`config.mk`:
```
export PLATFORM = sky130hd
export DESIGN_NAME = disp_msg_scroller
export DESIGN_NICKNAME = d
export VERILOG_FILES = /design/src/rtl/disp_pkg.sv /design/src/rtl/seg7_char_decode.sv /design/src/rtl/disp_msg_scroller.sv
export SDC_FILE = /design/constraint.sdc
export NUM_CORES = 1
export LEC_CHECK = 0
export ABC_CLOCK_PERIOD_IN_PS = 2400
export CELL_PAD_IN_SITES_DETAIL_PLACEMENT = 1
export CELL_PAD_IN_SITES_GLOBAL_PLACEMENT = 1
export CORE_MARGIN = 3
export CORE_UTILIZATION = 35
export CTS_CLUSTER_DIAMETER = 100
export DETAILED_ROUTE_END_ITERATION = 6
export PLACE_DENSITY = 0.8
export SYNTH_ARGS = -nofsm -noshare
export SYNTH_HDL_FRONTEND = slang
export SYNTH_SLANG_ARGS = --single-unit
```
`constraint.sdc`:
```
create_clock -name clk -period 2.4 [get_ports clk]
set_input_delay 0.24 -clock clk [delete_from_list [all_inputs] [get_ports clk]]
set_output_delay 0.24 -clock clk [all_outputs]
set_load 0.02 [all_outputs]
```
`src/rtl/disp_pkg.sv`:
```
// Shared definitions for the status-message scroller.
//   - state_e     : scroller FSM states
//   - CH_*        : character codes (0x00-0x0F are hex digits)
//   - SEG_*       : active-low 7-segment patterns, bit order {g,f,e,d,c,b,a}
package disp_pkg;

  typedef enum logic [1:0] {
    StIdle,
    StShow,
    StGap
  } state_e;

  // Character codes beyond the hex digits
  localparam logic [7:0] CH_L     = 8'h10;
  localparam logic [7:0] CH_P     = 8'h11;
  localparam logic [7:0] CH_U     = 8'h12;
  localparam logic [7:0] CH_DASH  = 8'h13;
  localparam logic [7:0] CH_BLANK = 8'h1F;

  // Active-low segment patterns {g,f,e,d,c,b,a}
  localparam logic [6:0] SEG_BLANK = 7'h7F;
  localparam logic [6:0] SEG_L     = 7'h47;
  localparam logic [6:0] SEG_P     = 7'h0C;
  localparam logic [6:0] SEG_U     = 7'h41;
  localparam logic [6:0] SEG_DASH  = 7'h3F;

  localparam logic [6:0] SEG_HEX [16] = '{
    7'h40, 7'h79, 7'h24, 7'h30, 7'h19, 7'h12, 7'h02, 7'h78,
    7'h00, 7'h10, 7'h08, 7'h03, 7'h46, 7'h21, 7'h06, 7'h0E
  };

endpackage

```
`src/rtl/seg7_char_decode.sv`:
```
// Combinational character-code to 7-segment lookup.
//   char_code : CHAR_W-bit character code (see disp_pkg)
//   seg       : active-low segments {g,f,e,d,c,b,a}; unknown codes give blank
module seg7_char_decode
  import disp_pkg::*;
#(
  parameter int unsigned CHAR_W = 5
) (
  input  logic [CHAR_W-1:0] char_code,
  output logic [6:0]        seg
);

  logic [7:0] code;

  always_comb begin
    code = 8'(char_code);
    seg  = SEG_BLANK;
    if (code < 8'h10) begin
      seg = SEG_HEX[code[3:0]];
    end else begin
      case (code)
        CH_L:     seg = SEG_L;
        CH_P:     seg = SEG_P;
        CH_U:     seg = SEG_U;
        CH_DASH:  seg = SEG_DASH;
        CH_BLANK: seg = SEG_BLANK;
        default:  seg = SEG_BLANK;
      endcase
    end
  end

endmodule

```
`src/rtl/disp_msg_scroller.sv`:
```
// Steps a latched status message one character per tick onto a single 7-seg digit.
// A message is played REPEAT times (0 = until msg_abort), then done pulses and the
// block returns to idle to accept the next message.
//
// Ports:
//   clk, rst   : clock, asynchronous active-high reset
//   tick_in    : 1-cycle step pulse
//   msg_valid / msg_ready : message handshake (ready only while idle)
//   msg_data   : char k at [k*CHAR_W +: CHAR_W], char 0 shown first
//   msg_len    : characters used (0 -> 1, above MSG_LEN -> MSG_LEN)
//   msg_abort  : return to idle immediately, no done
//   seg        : registered active-low segments {g,f,e,d,c,b,a}
//   char_idx   : index of the character being shown
//   busy, done : message in progress / 1-cycle pulse after the final play
//
// Build option: define SCROLL_GAP_EN to insert one blank tick period between plays.
module disp_msg_scroller
  import disp_pkg::*;
#(
  parameter int unsigned MSG_LEN = 8,
  parameter int unsigned CHAR_W  = 5,
  parameter int unsigned REPEAT  = 1
) (
  input  logic                        clk,
  input  logic                        rst,
  input  logic                        tick_in,
  input  logic                        msg_valid,
  output logic                        msg_ready,
  input  logic [MSG_LEN*CHAR_W-1:0]   msg_data,
  input  logic [3:0]                  msg_len,
  input  logic                        msg_abort,
  output logic [6:0]                  seg,
  output logic [$clog2(MSG_LEN)-1:0]  char_idx,
  output logic                        busy,
  output logic                        done
);

  localparam int unsigned IdxW = $clog2(MSG_LEN);

  state_e                      state_q, state_d;
  logic [IdxW-1:0]             idx_q, idx_d;
  logic [IdxW-1:0]             last_q, last_d;   // index of the final character
  logic [MSG_LEN*CHAR_W-1:0]   data_q, data_d;
  logic [7:0]                  rep_q, rep_d;
  logic [6:0]                  seg_q, seg_d;
  logic                        busy_q, busy_d;
  logic                        done_q, done_d;

  logic [IdxW-1:0]             len_last;
  logic                        final_play;
  logic [CHAR_W-1:0]           chars [MSG_LEN];
  logic [6:0]                  dec_seg;

  // Clamp requested length into 1..MSG_LEN and keep it as a last-index value
  always_comb begin
    if (msg_len == 4'd0) begin
      len_last = '0;
    end else if (32'(msg_len) > MSG_LEN) begin
      len_last = IdxW'(MSG_LEN - 1);
    end else begin
      len_last = IdxW'(msg_len - 4'd1);
    end
  end

  assign final_play = (REPEAT != 0) && (32'(rep_q) == REPEAT - 1);

  always_comb begin
    for (int k = 0; k < MSG_LEN; k++) begin
      chars[k] = data_q[k*CHAR_W +: CHAR_W];
    end
  end

  seg7_char_decode #(
    .CHAR_W (CHAR_W)
  ) u_decode (
    .char_code (chars[idx_q]),
    .seg       (dec_seg)
  );

  // State register
  always_ff @(posedge clk or posedge rst) begin
    if (rst) begin
      state_q <= StIdle;
      idx_q   <= '0;
      last_q  <= '0;
      data_q  <= '0;
      rep_q   <= '0;
      seg_q   <= SEG_BLANK;
      busy_q  <= 1'b0;
      done_q  <= 1'b0;
    end else begin
      state_q <= state_d;
      idx_q   <= idx_d;
      last_q  <= last_d;
      data_q  <= data_d;
      rep_q   <= rep_d;
      seg_q   <= seg_d;
      busy_q  <= busy_d;
      done_q  <= done_d;
    end
  end

  // Next-state
  always_comb begin
    state_d = state_q;
    idx_d   = idx_q;
    last_d  = last_q;
    data_d  = data_q;
    rep_d   = rep_q;
    done_d  = 1'b0;
    if (msg_abort) begin
      // Abort beats any tick, end of play or same-cycle accept
      state_d = StIdle;
      idx_d   = '0;
    end else begin
      unique case (state_q)
        StIdle: begin
          // A tick in the accept cycle is ignored so char 0 gets a full period
          if (msg_valid) begin
            state_d = StShow;
            idx_d   = '0;
            rep_d   = '0;
            data_d  = msg_data;
            last_d  = len_last;
          end
        end
        StShow: begin
          if (tick_in) begin
            if (idx_q != last_q) begin
              idx_d = idx_q + 1'b1;
            end else if (final_play) begin
              state_d = StIdle;
              idx_d   = '0;
              done_d  = 1'b1;
            end else begin
              idx_d = '0;
              if (rep_q != 8'hFF) begin
                rep_d = rep_q + 8'd1;
              end
`ifdef SCROLL_GAP_EN
              state_d = StGap;
`endif
            end
          end
        end
        StGap: begin
          if (tick_in) begin
            state_d = StShow;
          end
        end
        default: begin
          state_d = StIdle;
          idx_d   = '0;
        end
      endcase
    end
  end

  // Outputs
  always_comb begin
    msg_ready = (state_q == StIdle);
    busy_d    = (state_d != StIdle);
    // Blank on the abort edge itself rather than one cycle later
    seg_d     = ((state_q == StShow) && !msg_abort) ? dec_seg : SEG_BLANK;
  end

  assign seg      = seg_q;
  assign char_idx = idx_q;
  assign busy     = busy_q;
  assign done     = done_q;

endmodule

```
# Word-level counts from Yosys, hierarchy flattened

Memories as Yosys holds them, arrays and structs flattened.
Cells that the tools add are included.

Add/subtract/negate cells: 3
Magnitude comparators: 4
Equality and inequality tests: 16
Multiplexer cells: 33
Bitwise logic cells: 3
Reductions and logical operators: 10

Operator list:

| cell                                                           | count |
|---|---|
| 8-bit two-way mux                                              | 5 |
| 7-bit two-way mux                                              | 4 |
| 7-bit case mux with 4 select lines                             | 1 |
| 5-bit equality test (second input constant)                    | 4 |
| 3-bit two-way mux                                              | 6 |
| 8-bit case mux with 2 select lines                             | 1 |
| 5-bit binary-select mux with 3-bit select                      | 1 |
| 2-bit two-way mux                                              | 6 |
| 2-bit inequality test (second input constant)                  | 6 |
| 5-bit two-way mux                                              | 2 |
| 3-bit case mux with 3 select lines                             | 1 |
| 8-bit by 1-bit adder with 8-bit output (second input constant) | 1 |
| 8-bit logical NOT                                              | 1 |
| 8-bit inequality test (second input constant)                  | 1 |
| 7-bit AND reduction                                            | 1 |
| 2-bit case mux with 3 select lines                             | 1 |
| 3-bit AND reduction                                            | 2 |
| 5-bit >= comparator (second input constant)                    | 1 |
| 5-bit less-than comparator (second input constant)             | 1 |
| 1-bit two-way mux                                              | 5 |
| 4-bit NOT with 5-bit output                                    | 1 |
| 4-bit >= comparator (second input constant)                    | 1 |
| 4-bit > comparator (second input constant)                     | 1 |
| 4-bit logical NOT                                              | 1 |
| other kinds (13)                                               | 14 |

Register bits after elaboration: 65
Bits in read-only memories: 112
Bits of input ports: 49
Logic and storage cells: 78
Memories: 1

Memories:

| name            | depth | width | read ports | clocked after Yosys merged registers in | write ports | RTL line               | text |
|---|---|---|---|---|---|---|---|
| (no name shown) | 16    | 7     | 1          | 0                                       | 0           | seg7_char_decode.sv:19 | `seg = SEG_HEX[code[3:0]];` |

# Depth between registers and ports, before layout

Depth in word-level cells: 10
Mapped depth: 11

# Modules after synthesis

From an unflattened synthesis, not the netlist that was laid out.

Cell total of the unflattened synthesis: 377
Area, all modules: 3498.4 um^2

Modules (own cells, without submodules):

| module            | times used | cells an instance | area an instance (um^2) | sequential area each (um^2) |
|---|---|---|---|---|
| disp_msg_scroller | 1          | 327               | 3140.5                  | 1635.3 |
| seg7_char_decode  | 1          | 50                | 357.8                   | 0.0 |

# Worst setup path after synthesis

OpenSTA, ideal clock, no wires.

Path type: flip-flop to flip-flop
Start: reg idx_q[0], in the netlist char_idx[0]
End: reg seg_q[2], in the netlist seg[2]
Setup time: 0.091 ns
Data arrival time: 2.519 ns
Data required time: 2.309 ns
Path slack: -0.210 ns
Stages on the path, launching flop included: 11
Path buffers: 2
Path through: dfrtp_1 buf_6 mux4_2 mux2i_1 inv_1 ha_1 clkbuf_1 nor3_1 nand3_1 a21oi_1 o211ai_1

Cells in the longest elaborated chain, start to end: 10

Ends and longest elaborated chain:

| what                                                     | RTL line                 | text |
|---|---|---|
| from (decl)                                              | disp_msg_scroller.sv:41  | `logic [IdxW-1:0] idx_q, idx_d;` |
| from (signal assigned)                                   | disp_msg_scroller.sv:93  | `idx_q <= idx_d;` |
| 3-bit NOT with 4-bit output (not written as such) (*)    | disp_msg_scroller.sv:76  | `.char_code (chars[idx_q]),` |
| 5-bit binary-select mux with 3-bit select (*)            | disp_msg_scroller.sv:76  |  |
| 5-bit two-way mux (not written as such) (*) (2 in a row) | disp_msg_scroller.sv:76  |  |
| 4-bit NOT with 5-bit output (not written as such)        | seg7_char_decode.sv:19   |  |
| memory 16 x 7 bit                                        | -                        |  |
| 7-bit two-way mux (not written as such) (2 in a row)     | seg7_char_decode.sv:19   |  |
| 7-bit two-way mux (*)                                    | seg7_char_decode.sv:18   | `if (code < 8'h10) begin` |
| 7-bit two-way mux (*)                                    | disp_msg_scroller.sv:164 | `seg_d = ((state_q == StShow) && !msg_abort) ? dec_seg : SEG_BLANK;` |
| named net seg_d[2]                                       | disp_msg_scroller.sv:45  | `logic [6:0] seg_q, seg_d;` |
| to (signal assigned)                                     | disp_msg_scroller.sv:97  | `seg_q <= seg_d;` |
| to (decl)                                                | disp_msg_scroller.sv:45  |  |

The timed path passes the listed nets; every way through them passes the cells marked *. The select of a mux whose other input is x is not followed.
A chain may end at the register's enable or synchronous reset.

# Worst setup path in the final report

Same ends and word-level chain as after synthesis.

==> summary.md <==
| Metric | Value |
|---|---|
| Core footprint | 9371 um^2 |
| Tcrit/Tclk final | 95.53% |
| ANT nets after route | 0 |
| Synth cell types | 48 |
| Peak VDD IR | 0.0003447 V |
| Async SR Flop Fraction | 100.0% |
| Layout cells sized above 1 | 18.65% |
| Peak Freq | 0.4362 GHz |
| Area growth from synthesis to layout | 34.68% |
| FF-to-FF Start | char_idx[0] |
| Crit end category | flop |
| Fill cells | 1110 |
| Post-Route Setup TNS | 0 ps |
| CTS tree | done |
| Max Slew Vio Count | 0 |
| PwrDens | 739.4 nW/um^2 |
| Routed len/inst | 16.76 um |
| Vias in the first global route | 3037 |
| CP arrival | 2550 ps |
| Detailed Route Iter0 Violations | 97 |
| Main flop type after synthesis | dfrtp_1 |
| Die span in x | 104.8 um |
| Via count | 2895 |
| Starting density of the core | 36.46% |
| Die area | 10980 um^2 |
| Crit Path Class | reg2reg |
| Setup violators final | 0 |
| WHS | 275.0 ps |
| CTS sink count | 65 |
| Routed wire length | 9623 um |
| Die Y-Extent | 104.8 um |
| Multi-input logic area | 1723 um^2 |
| # hold bufs at CTS | 0 |
| Final Hold Viols | 0 |
| Yosys reg bits | 65 |
| CTS H-tree depth | 3 |
| Gpl congestion | 0.8640 |
| Sequential share of the synthesized area | 47.86% |
| Clock buffer depth | 2 |
| Crit path from | char_idx[0] |
| Vias/cell | 5.044 |
| Commonest non-fill, non-tap cell in the layout | nand2_1 |
| Minimum clock period | 2293 ps |
| Share of the synthesized area in the top cell type | 42.48% |
| Worst-path clk slew | 80 ps |
| Clock buffer count from CTS | 9 |
| # rows | 35 |
| Largest net degree at the start of global routing | 47 |
| Critical-path cell list | mux4_2 > mux2i_4 > buf_6 > ha_4 > nor2_1 > nor3_2 > nand3_1 > a21oi_2 > o211ai_1 |
| Worst Hold Class | in2async |
| Register area | 1637 um^2 |
| Critical path required time | 2650 ps |
| Mapped Cells | 363 |
| Diodes inserted | 0 |
| Core Util, Final | 49.11% |
| Root Buffer Master | clkbuf_8 |
| Num ports | 62 |
| Synth area leader | dfrtp_1 |
| Startpoint Class | flop |
| Nets@finish | 498 |
| Slew headroom | 60.60% |
| Yosys Warn Count | 0 |
| Initial antenna violation count | 0 |
| Maximum single-stage delay on the critical path | 560 ps |
| Max-Cap Viols | 0 |
| DRT Pass-1 Iters | 4 |
| Wire length of the first global-routing pass | 15320 um |
| Post-synth EDFFs | 0 |
| Worst clock skew | 13.58 ps |
| Power Total | 3.403 mW |
| Pin slew with the least headroom to its limit | 590.2 ps |
| Syn_nets | 420 |
| Synth top area cells | dfrtp_1 (42%), nand2_1 (15%), dfstp_2 (5.4%) |
| Most frequent cells in the layout | nand2_1 (139), clkdlybuf4s50_1 (61), dfrtp_1 (57) |
| Mapped Area | 3417 um^2 |
| Max stage delay cell, worst path | mux4_2 |
| IO Port Bufs | 61 |
| GRT Util Overall | 17.44% |
| Leak pwr | 2.081 nW |
| Status | finished clean |
| Grt total ovfl | 0 |
| HPWL after DPL | 6943 um |
| # DRC | 0 |
| Clock Latency Late Sink | 350 ps |
| Largest fanout on the critical path | 7 |
| Synth Area per Inst | 9.413 um^2 |
per-layer routing:
| metal | vias to the layer above | share of wire [%] | track usage, % |
|---|---|---|---|
| li1 | 1374 | - | - |
| met1 | 1440 | 43 | 22.33 |
| met2 | 67 | 52 | 29.65 |
| met3 | 14 | 3.3 | 3.027 |
| met4 | 0 | 1.9 | 6.186 |
| met5 | - | 0 | 0 |
cells by family (layout without fill, tap and decap cells):
| kind of cell | count (synthesis) | count (layout) | synth area share, % |
|---|---|---|---|
| AOI/OAI and AO/OA | 48 | 48 | 9.264 |
| xor gates and xnor gates | 4 | 4 | 1.245 |
| adders and majority gates | 10 | 10 | 3.515 |
| buffers and inverters | 33 | 115 | 4.394 |
| DFF | 65 | 65 | 47.86 |
| muxes | 22 | 22 | 11.31 |
| and+or+nand+nor | 181 | 181 | 22.41 |
synth_stat cells (3+ instances only):
| master | instances |
|---|---|
| and3_1 | 3 |
| or4_1 | 3 |
| mux4_1 | 3 |
| ha_1 | 8 |
| mux4_2 | 7 |
| clkbuf_1 | 12 |
| nor3_1 | 7 |
| nand3_1 | 9 |
| inv_1 | 13 |
| a21oi_1 | 11 |
| or3_1 | 4 |
| mux2_2 | 4 |
| nor2_1 | 10 |
| o31ai_1 | 3 |
| nand2_1 | 139 |
| buf_6 | 3 |
| dfstp_2 | 7 |
| buf_2 | 3 |
| o21ai_0 | 16 |
| mux2i_1 | 6 |
| dfrtp_1 | 58 |
layout make-up:
type | instances | area share, %
multi-input cells | 265 | 37.44
clock buffers | 12 | 3.154
flip-flops and latches | 65 | 35.56
well taps | 129 | 3.507
inverters | 14 | 1.142
clock inverters | 3 | 1.414
repair buffers | 86 | 17.78
path summary, 6_finish.rpt:
path / to / slack, ps / depth (start not counted)
setup / recovery: seg[2] / 110 / 9
max in group asynchronous: seg[0] / 1430 / 3
setup reg to reg: seg[2] / 110 / 9
min in group clk: data_q[18] / 420 / 3
hold reg to reg: data_q[12] / 480 / 2
hold / removal: last_q[1] / 280 / 2
state kept, by name (all words and copies together) (netlist names):
register and flops:
data_q 40, rep_q 8, seg 7, char_idx 3, last_q 3, state_q 2
busy 1, done 1
power breakdown:
group / internal (mW) / leakage [nW] / total (mW) / switching [mW]
Clock: 0.608 / 0.106 / 1.03 / 0.427
Sequential: 1.26 / 0.811 / 1.36 / 0.105
Combinational: 0.480 / 1.16 / 1.01 / 0.527
worst max-delay path: cells and delay by family, from the launching register on:
family,cells,cell delay [ps]
buf+inv,1,150
compound gates,2,260
simple gates,3,350
mux,2,820
flops,1,470
fa+ha+maj,1,160
metrics by stage:
step           instance area [um^2]  std cells  worst slack [ps]
2_1_floorplan                  3436        363             1.010
3_3_place_gp                   4269        553             170.0
3_5_place_dp                   4269        553            -7.838
4_1_cts                        4498        568             14.81
5_1_grt                        4602        574            -25.36
6_report                       4602        574             107.4
repair_timing:
item,in CTS,in global routing
pin swaps,0,2
endpoints found under the setup margin,6,7
buffers inserted,0,6
gates resized for setup,5,18
(Power assumes the default switching activity.)
